## src/rtl/regfile_writer_if.sv

```systemverilog
// regfile_writer_if: result offers, issue/decode ports and register-file write port
interface regfile_writer_if #(
  parameter int NUM_REGS  = 32,
  parameter int WIDTH     = 32,
  parameter int REG_WIDTH = 5
);
  logic                 issue_valid;
  logic [REG_WIDTH-1:0] issue_rd;
  logic                 alu_valid;
  logic [REG_WIDTH-1:0] alu_rd;
  logic [WIDTH-1:0]     alu_val;
  logic                 ld_valid;
  logic [REG_WIDTH-1:0] ld_rd;
  logic [WIDTH-1:0]     ld_val;
  logic                 in_ready;
  logic                 we;
  logic [REG_WIDTH-1:0] rdIn;
  logic [WIDTH-1:0]     dVal;
  logic [REG_WIDTH-1:0] rs_chk;
  logic [REG_WIDTH-1:0] rt_chk;
  logic                 stall;
  logic [NUM_REGS-1:0]  busy;
  logic                 overflow;
  modport master (
    output issue_valid, issue_rd, alu_valid, alu_rd, alu_val, ld_valid, ld_rd, ld_val, rs_chk, rt_chk,
    input  in_ready, we, rdIn, dVal, stall, busy, overflow
  );
  modport slave (
    input  issue_valid, issue_rd, alu_valid, alu_rd, alu_val, ld_valid, ld_rd, ld_val, rs_chk, rt_chk,
    output in_ready, we, rdIn, dVal, stall, busy, overflow
  );
endinterface

```

## src/rtl/regfile_writer.sv

```systemverilog
// regfile_writer: queues ALU/load results into a single register-file write port
// and keeps a per-register busy scoreboard for decode-stage stalls.
module regfile_writer #(
  parameter int NUM_REGS  = 32,
  parameter int WIDTH     = 32,
  parameter int REG_WIDTH = 5,
  parameter int DEPTH     = 4
) (
  input logic clock,
  input logic reset_n,
  regfile_writer_if.slave bus
);
  localparam int PW = DEPTH > 1 ? $clog2(DEPTH) : 1;
  localparam int CW = $clog2(DEPTH + 1);

  logic [REG_WIDTH-1:0] q_rd [DEPTH];
  logic [WIDTH-1:0]     q_val [DEPTH];
  logic [PW-1:0]        wp, rp;
  logic [CW-1:0]        count;
  logic                 wr_en, overflow;
  logic [REG_WIDTH-1:0] wr_rd;
  logic [WIDTH-1:0]     wr_val;
  logic [NUM_REGS-1:0]  busy, set_m, clr_m, busy_nxt;
  logic                 ld_ok, alu_ok, ld_go, alu_go, pop, drop;

  function automatic logic [PW-1:0] nxt(input logic [PW-1:0] p);
    return (p == PW'(DEPTH - 1)) ? '0 : p + 1'b1;
  endfunction

  assign ld_ok    = bus.ld_valid && bus.ld_rd != '0;
  assign alu_ok   = bus.alu_valid && bus.alu_rd != '0;
  assign bus.in_ready = count <= CW'(DEPTH - 2);
  assign ld_go    = ld_ok && bus.in_ready;
  assign alu_go   = alu_ok && bus.in_ready;
  assign drop     = (ld_ok || alu_ok) && !bus.in_ready;
  assign pop      = count != '0;

  // a clear and a set of the same register at one edge leaves it set
  assign set_m    = (bus.issue_valid && bus.issue_rd != '0) ? NUM_REGS'(1) << bus.issue_rd : '0;
  assign clr_m    = wr_en ? NUM_REGS'(1) << wr_rd : '0;
  assign busy_nxt = ((busy & ~clr_m) | set_m) & ~NUM_REGS'(1);

  always_ff @(posedge clock) begin
    if (ld_go) begin
      q_rd[wp]  <= bus.ld_rd;
      q_val[wp] <= bus.ld_val;
    end
    if (alu_go) begin
      q_rd[ld_go ? nxt(wp) : wp]  <= bus.alu_rd;
      q_val[ld_go ? nxt(wp) : wp] <= bus.alu_val;
    end
  end

  always_ff @(posedge clock or negedge reset_n) begin
    if (!reset_n) begin
      wp       <= '0;
      rp       <= '0;
      count    <= '0;
      wr_en    <= 1'b0;
      wr_rd    <= '0;
      wr_val   <= '0;
      busy     <= '0;
      overflow <= 1'b0;
    end else begin
      wp       <= (ld_go && alu_go) ? nxt(nxt(wp)) : (ld_go || alu_go) ? nxt(wp) : wp;
      rp       <= pop ? nxt(rp) : rp;
      count    <= count + CW'(ld_go) + CW'(alu_go) - CW'(pop);
      wr_en    <= pop;
      wr_rd    <= pop ? q_rd[rp] : wr_rd;
      wr_val   <= pop ? q_val[rp] : wr_val;
      busy     <= busy_nxt;
      overflow <= overflow | drop;
    end
  end

  assign bus.we       = wr_en;
  assign bus.rdIn     = wr_rd;
  assign bus.dVal     = wr_val;
  assign bus.busy     = busy;
  assign bus.overflow = overflow;
  assign bus.stall    = busy[bus.rs_chk] | busy[bus.rt_chk];
endmodule

```

## src/flat_wrapper.sv

```systemverilog
// flat-port wrapper written by rule: the top's interface ports become plain ports
module regfile_writer_flat 
#(
  parameter int NUM_REGS  = 32,
  parameter int WIDTH     = 32,
  parameter int REG_WIDTH = 5,
  parameter int DEPTH     = 4
)
  (clock, reset_n, bus_issue_valid, bus_issue_rd, bus_alu_valid, bus_alu_rd, bus_alu_val, bus_ld_valid, bus_ld_rd, bus_ld_val, bus_rs_chk, bus_rt_chk, bus_in_ready, bus_we, bus_rdIn, bus_dVal, bus_stall, bus_busy, bus_overflow);
  regfile_writer_if #(.NUM_REGS(NUM_REGS), .WIDTH(WIDTH), .REG_WIDTH(REG_WIDTH)) bus_i ();
  input logic clock;
  input logic reset_n;
  input wire logic [$bits(bus_i.issue_valid)-1:0] bus_issue_valid;
  input wire logic [$bits(bus_i.issue_rd)-1:0] bus_issue_rd;
  input wire logic [$bits(bus_i.alu_valid)-1:0] bus_alu_valid;
  input wire logic [$bits(bus_i.alu_rd)-1:0] bus_alu_rd;
  input wire logic [$bits(bus_i.alu_val)-1:0] bus_alu_val;
  input wire logic [$bits(bus_i.ld_valid)-1:0] bus_ld_valid;
  input wire logic [$bits(bus_i.ld_rd)-1:0] bus_ld_rd;
  input wire logic [$bits(bus_i.ld_val)-1:0] bus_ld_val;
  input wire logic [$bits(bus_i.rs_chk)-1:0] bus_rs_chk;
  input wire logic [$bits(bus_i.rt_chk)-1:0] bus_rt_chk;
  output wire logic [$bits(bus_i.in_ready)-1:0] bus_in_ready;
  output wire logic [$bits(bus_i.we)-1:0] bus_we;
  output wire logic [$bits(bus_i.rdIn)-1:0] bus_rdIn;
  output wire logic [$bits(bus_i.dVal)-1:0] bus_dVal;
  output wire logic [$bits(bus_i.stall)-1:0] bus_stall;
  output wire logic [$bits(bus_i.busy)-1:0] bus_busy;
  output wire logic [$bits(bus_i.overflow)-1:0] bus_overflow;
  assign bus_i.issue_valid = bus_issue_valid;
  assign bus_i.issue_rd = bus_issue_rd;
  assign bus_i.alu_valid = bus_alu_valid;
  assign bus_i.alu_rd = bus_alu_rd;
  assign bus_i.alu_val = bus_alu_val;
  assign bus_i.ld_valid = bus_ld_valid;
  assign bus_i.ld_rd = bus_ld_rd;
  assign bus_i.ld_val = bus_ld_val;
  assign bus_i.rs_chk = bus_rs_chk;
  assign bus_i.rt_chk = bus_rt_chk;
  assign bus_in_ready = bus_i.in_ready;
  assign bus_we = bus_i.we;
  assign bus_rdIn = bus_i.rdIn;
  assign bus_dVal = bus_i.dVal;
  assign bus_stall = bus_i.stall;
  assign bus_busy = bus_i.busy;
  assign bus_overflow = bus_i.overflow;
  regfile_writer #(.NUM_REGS(NUM_REGS), .WIDTH(WIDTH), .REG_WIDTH(REG_WIDTH), .DEPTH(DEPTH)) u_core (.clock(clock), .reset_n(reset_n), .bus(bus_i));
endmodule
```

## config.mk

```make
export PLATFORM = sky130hd
export DESIGN_NAME = regfile_writer_flat
export DESIGN_NICKNAME = d
export VERILOG_FILES = /design/src/rtl/regfile_writer_if.sv /design/src/rtl/regfile_writer.sv /design/src/flat_wrapper.sv
export SDC_FILE = /design/constraint.sdc
export NUM_CORES = 1
export LEC_CHECK = 0
export CAP_MARGIN = 20
export CORE_MARGIN = 10
export CORE_UTILIZATION = 60
export CTS_CLUSTER_DIAMETER = 200
export DETAILED_ROUTE_END_ITERATION = 6
export DONT_BUFFER_PORTS = 1
export PLACE_DENSITY = 0.83
export RECOVER_POWER = 25
export SETUP_SLACK_MARGIN = 0.15
export SYNTH_ARGS = -nofsm -noshare
export SYNTH_HDL_FRONTEND = slang
export SYNTH_SLANG_ARGS = --single-unit
```

## constraint.sdc

```tcl
create_clock -name clock -period 3.9 [get_ports clock]
set_input_delay 0.585 -clock clock [delete_from_list [all_inputs] [get_ports clock]]
set_output_delay 0.585 -clock clock [all_outputs]
set_load 0.05 [all_outputs]
```

; Yosys cells after proc, flatten, opt, wreduce, memory -nomap -nowiden
; Memory sizes are Yosys's and may differ from the RTL's. A register that Yosys moved wholly into a read port is not among the register bits.
; Cells that the tools add are included.
[totals]
register_bits = 40
ramBits = 148
inputBits = 94
memories = 2
[mem_list]
columns = memory, words, word_bits, read_ports, rd_clocked_by_memory_dff, write_ports, line_no
row1 = u_core.q_val, 4, 32, 1, 1, 2, regfile_writer.sv:17  ; logic [WIDTH-1:0] q_val [DEPTH];
row2 = u_core.q_rd, 4, 5, 1, 1, 2, regfile_writer.sv:16  ; logic [REG_WIDTH-1:0] q_rd [DEPTH];
[classes]
addsub = 6
magnitude_cmp = 3
n_eq_ne = 3
shifts = 2
muxes = 16
bitwise = 5
n_reduce_logical = 17
[ops]
columns = operator, n
row1 = 32-bit 2-to-1 mux, 2
row2 = 1-bit by 5-bit left shift with 32-bit output (first input constant), 2
row3 = 32-bit AND, 1
row4 = 32-bit NOT, 1
row5 = 32-bit bitwise OR, 1
row6 = 5-bit nonzero test, 3
row7 = 5-bit by 6-bit < comparator with 1-bit output (second input constant), 2
row8 = 2-bit 2-to-1 mux, 6
row9 = 1-bit binary-select mux with 5-bit select, 2
row10 = 1-bit logical AND, 7
row11 = 2-bit by 1-bit adder with 2-bit output (second input constant), 3
row12 = 3-bit by 1-bit adder with 3-bit output, 2
row13 = 2-bit == test (second input constant), 3
row14 = 1-bit 2-to-1 mux, 6
row15 = 3-bit by 2-bit <= comparator with 1-bit output (second input constant), 1
row16 = 1-bit logical NOT, 3
row17 = 3-bit nonzero test, 1
row18 = 3-bit by 1-bit subtractor with 3-bit output, 1
row19 = 1-bit logical OR, 2
row20 = 1-bit bitwise OR, 2
row21 = 2-bit nonzero test, 1

; Longest topological paths before layout
[logic_depth]
ltp_word = 6
depth_mapped = 10
ltp_nobuf = 10

; Least setup slack after synthesis
; OpenSTA, ideal clock, no wires.
[synth_timing]
kind = input to register
start = input port bus_ld_rd[2]
end = memory u_core.q_rd[1][0], enable pin
t_arrival_ps = 2782
required_ps = 3507
slack_ps = 725
path_stages = 7
n_path_buf = 2
path_cell_list = or4_4 o21ai_2 o211ai_1 a21boi_1 buf_4 buf_6 a21o_1
[synth_rtl]
columns = item, line_no
row1 = start: declaration, flat_wrapper.sv:19  ; input wire logic [$bits(bus_i.ld_rd)-1:0] bus_ld_rd;
row2 = end: declaration, regfile_writer.sv:16

==> out/results.txt <==
depth of the worst register-to-register path: 8
io pins: 167
number of design-rule violations left by the first detailed-router iteration: 434
leading post-synthesis cells by cell area: edfxtp_1 40%, dfrtp_1 17%, mux4_2 10%, mux2_1 9.2%, mux2_4 7.6%
RSZ-0062 raised after global routing: false
GRT Overall Usage: 21.1%
leakage power total: 4.50 nW
violated checks: max-capacitance violations, max-slew violations
Least-Margin Pin Slew: 2600 ps
layout cells sized above 1: 30.2%
final clock skew: 9.22 ps
vias: 6256
clock-pin slew on the worst setup and hold paths: 60 ps
post-route clock period utilization: 83.5%
Seq/Total Area, Yosys: 56.8%
count of buffers inserted at the top-level ports: 0
register area: 0.00637 mm2
initial core utilization: 61.6%
post-place setup slack: 424 ps
reg-to-reg endpoint: u_core.q_val[0][4]
leading area contributor after synthesis: edfxtp_1
Arrival @ worst endpoint: 3470 ps
post-route minimum period: 3260 ps
share of the synthesized area in the top cell type: 39.6%
synth warn: 0
overall die area: 0.0246 mm2
setup TNS: 0 ps
via count of the first global-routing pass: 6956
number of filler cells placed in the layout: 1253
Hold Crit Class: input port to flip-flop
total count of hold-check failures in the final report: 0
hold path startpoint: bus_issue_rd[4]
fmax: 307 MHz
final instance area: 0.0123 mm2
power per cell area: 865 mW/mm2
wire length per cell after detailed routing: 27.7 um
number of endpoints failing setup at the final stage: 0
number of instances in the synthesized netlist: 686
number of antenna diodes: 0
number of placement rows: 49
count of state elements after synthesis: 225
root buffer cell: clkbuf_16
Post-Syn Area per Cell: 16.4 um2
category of the critical setup timing path: flip-flop to flip-flop
total placed instance area: 0.0115 mm2
critical path launch point: u_core.count[1]
total wire length after detailed routing: 26100 um
proportion of synthesized flip-flops having asynchronous set or reset: 34.2%
total standard cell area after synthesis: 0.0112 mm2
outcome: finished with violations
area growth from synthesis to layout: 9.42%
H-Tree Depth: 1
maximum number of buffers from clock root to sink: 3
max-slew violation count: 119
first-pass GRT wire length: 40200 um
final HPWL from detailed placement: 17400 um
Num CTS Buffers: 24
number of maximum-capacitance constraint violations: 2
NumNets Final: 796
die span in y: 157 um
multi-input gate area in the final layout: 0.00463 mm2
library cells used by synthesis: 52
EDFF count, synth: 148
Main synth FF type: edfxtp_1
Final Worst Setup Slack: 644 ps
number of detailed-route iterations in the first pass: 7
data required time of the critical path: 4110 ps
Relative slew margins: -73.0%
post-route ant nets: 0
clock latency at the later pin of the worst-skew pair: 510 ps
startpoint of the lowest-slack register-to-register path: u_core.count[1]
area of the core: 0.0182 mm2
smallest hold slack: 173 ps
instance count after placement with tap cells included: 893
Remaining DRCs: 0
final cell count without fillers: 940
clock tree from TritonCTS: built
number of nets in the synthesized netlist: 789
critical path endpoint: u_core.q_val[0][4]
overflow left after global routing: 0
reg-to-reg slack, setup: 640 ps
sort of element at the end of the critical path: flip-flop
maximum fanout along the worst path: 19
largest net degree at the start of global routing: 78
antenna violations before repair: 0
critical path startpoint category: flip-flop
CTS sink count: 225
GP Congestion: 0.891
Via density: 6.66
Die Width: 157 um
VDD IR-drop max: 469 uV
[how the worst min path moves through the flow]
| stage | slack [ps] | to | cells after the start |
|---|---|---|---|
| 2_1_floorplan | 290 | u_core.bus.busy[10] | 0 |
| 3_3_place_gp | 290 | u_core.bus.dVal[11] | 0 |
| 3_5_place_dp | 290 | u_core.bus.dVal[11] | 0 |
| 4_1_cts | 160 | u_core.bus.busy[4] | 1 |
| 5_1_grt | 170 | u_core.bus.busy[4] | 1 |
| 6_report | 170 | u_core.bus.busy[4] | 1 |
[layer usage]
layer  part of all wire (%)  global-route usage (%)
met1                     37                    24.1
met4                    1.3                    6.02
met3                     12                    8.77
met5                      0                       0
met2                     50                    35.6
[flip-flops by register name, indices dropped and copies added, names as in the netlist]
name,flops
u_core.q_rd,20
u_core.bus.rdIn,5
u_core.wp,2
u_core.bus.we,1
u_core.q_val,128
u_core.bus.overflow,1
u_core.count,3
u_core.bus.busy,31
u_core.bus.dVal,32
u_core.rp,2
[worst max-delay path, stage by stage, from the launching register on]
cell,delay (ps)
dfrtp_1,380
inv_1,90
ha_1,200
a21oi_1,510
inv_2,340
a211oi_2,340
o21ai_4,270
nand2_2,570
buf_12,250
[what timing repair did]
| action | in CTS | in global routing |
|---|---|---|
| resized for setup | 0 | 0 |
| hold buffers | 2 | 0 |
| setup buffers | 0 | 0 |
| endpoints found under the hold margin | 77 | 0 |
[power breakdown]
group	total, mW	leakage, nW	internal, mW	switching, mW
clock	2.23	0.370	1.31	0.917
sequential	5.47	2.24	3.45	2.02
combinational	2.92	1.88	1.50	1.42
total	10.6	4.50	6.26	4.36
[cells in the final DEF, fill, tap and decap left out, types with 3 or more instances in the layout]
cell        count
nor3_1          4
clkinvlp_4      3
clkbuf_1        8
a211oi_2        3
clkbuf_16      25
mux2_2         40
nand2_2         3
nand3_1         9
buf_4           8
nand2_1        14
nand2b_1        3
o21ai_4         3
dfrtp_1        75
nor2_1          8
inv_1          10
mux4_2         50
mux2_4         57
nor2b_1         3
mux2i_1         7
a21oi_1         8
ha_1            7
buf_12          5
clkinv_2        6
mux2_1         92
o21ai_0        62
nand3b_1        6
edfxtp_1      148
o211ai_1        6
[synthesized netlist by cell type, types with 7 or more instances]
master,number
nand2_1,17
o21ai_0,62
edfxtp_1,148
dfrtp_1,77
inv_1,10
ha_1,7
mux4_2,50
mux2_2,40
nand3_1,9
a21oi_1,7
buf_6,11
mux2i_1,7
clkbuf_1,11
mux2_1,92
nor2_1,8
mux2_4,57
[metrics by stage]
stage / power, mW / utilization, %
after detailed placement: 8.42 / 63.1
after floorplan: 7.49 / -
final: 10.6 / 67.4
after global placement: 8.30 / 63.1
after global routing: 11.1 / 67.4
after CTS: 10.7 / 67.5
[final cells by class]
cell class | instances | area share (%)
Clock buffer | 32 | 5.31
Clock inverter | 12 | 0.948
Inverter | 12 | 0.367
Multi-Input combinational cell | 414 | 37.7
Sequential cell | 225 | 51.9
Tap cell | 229 | 2.33
Timing Repair Buffer | 16 | 1.46
[kinds of logic (layout without fill, tap and decap cells)]
group                    count (synthesis)  after routing  share of synthesized area (%)
buffers and inverters                   47             72                           2.44
AO/OA/AOI/OAI                           93             93                           4.85
adder cells (fa/ha/maj)                  9              9                           1.14
multiplexers                           246            246                           31.5
XOR/XNOR                                 2              2                          0.156
flip-flops                             225            225                           56.8
other                                    1              1                         0.0334
AND/OR/NAND/NOR                         63             63                           3.07
Note: power is estimated with default switching activity, not from simulation.
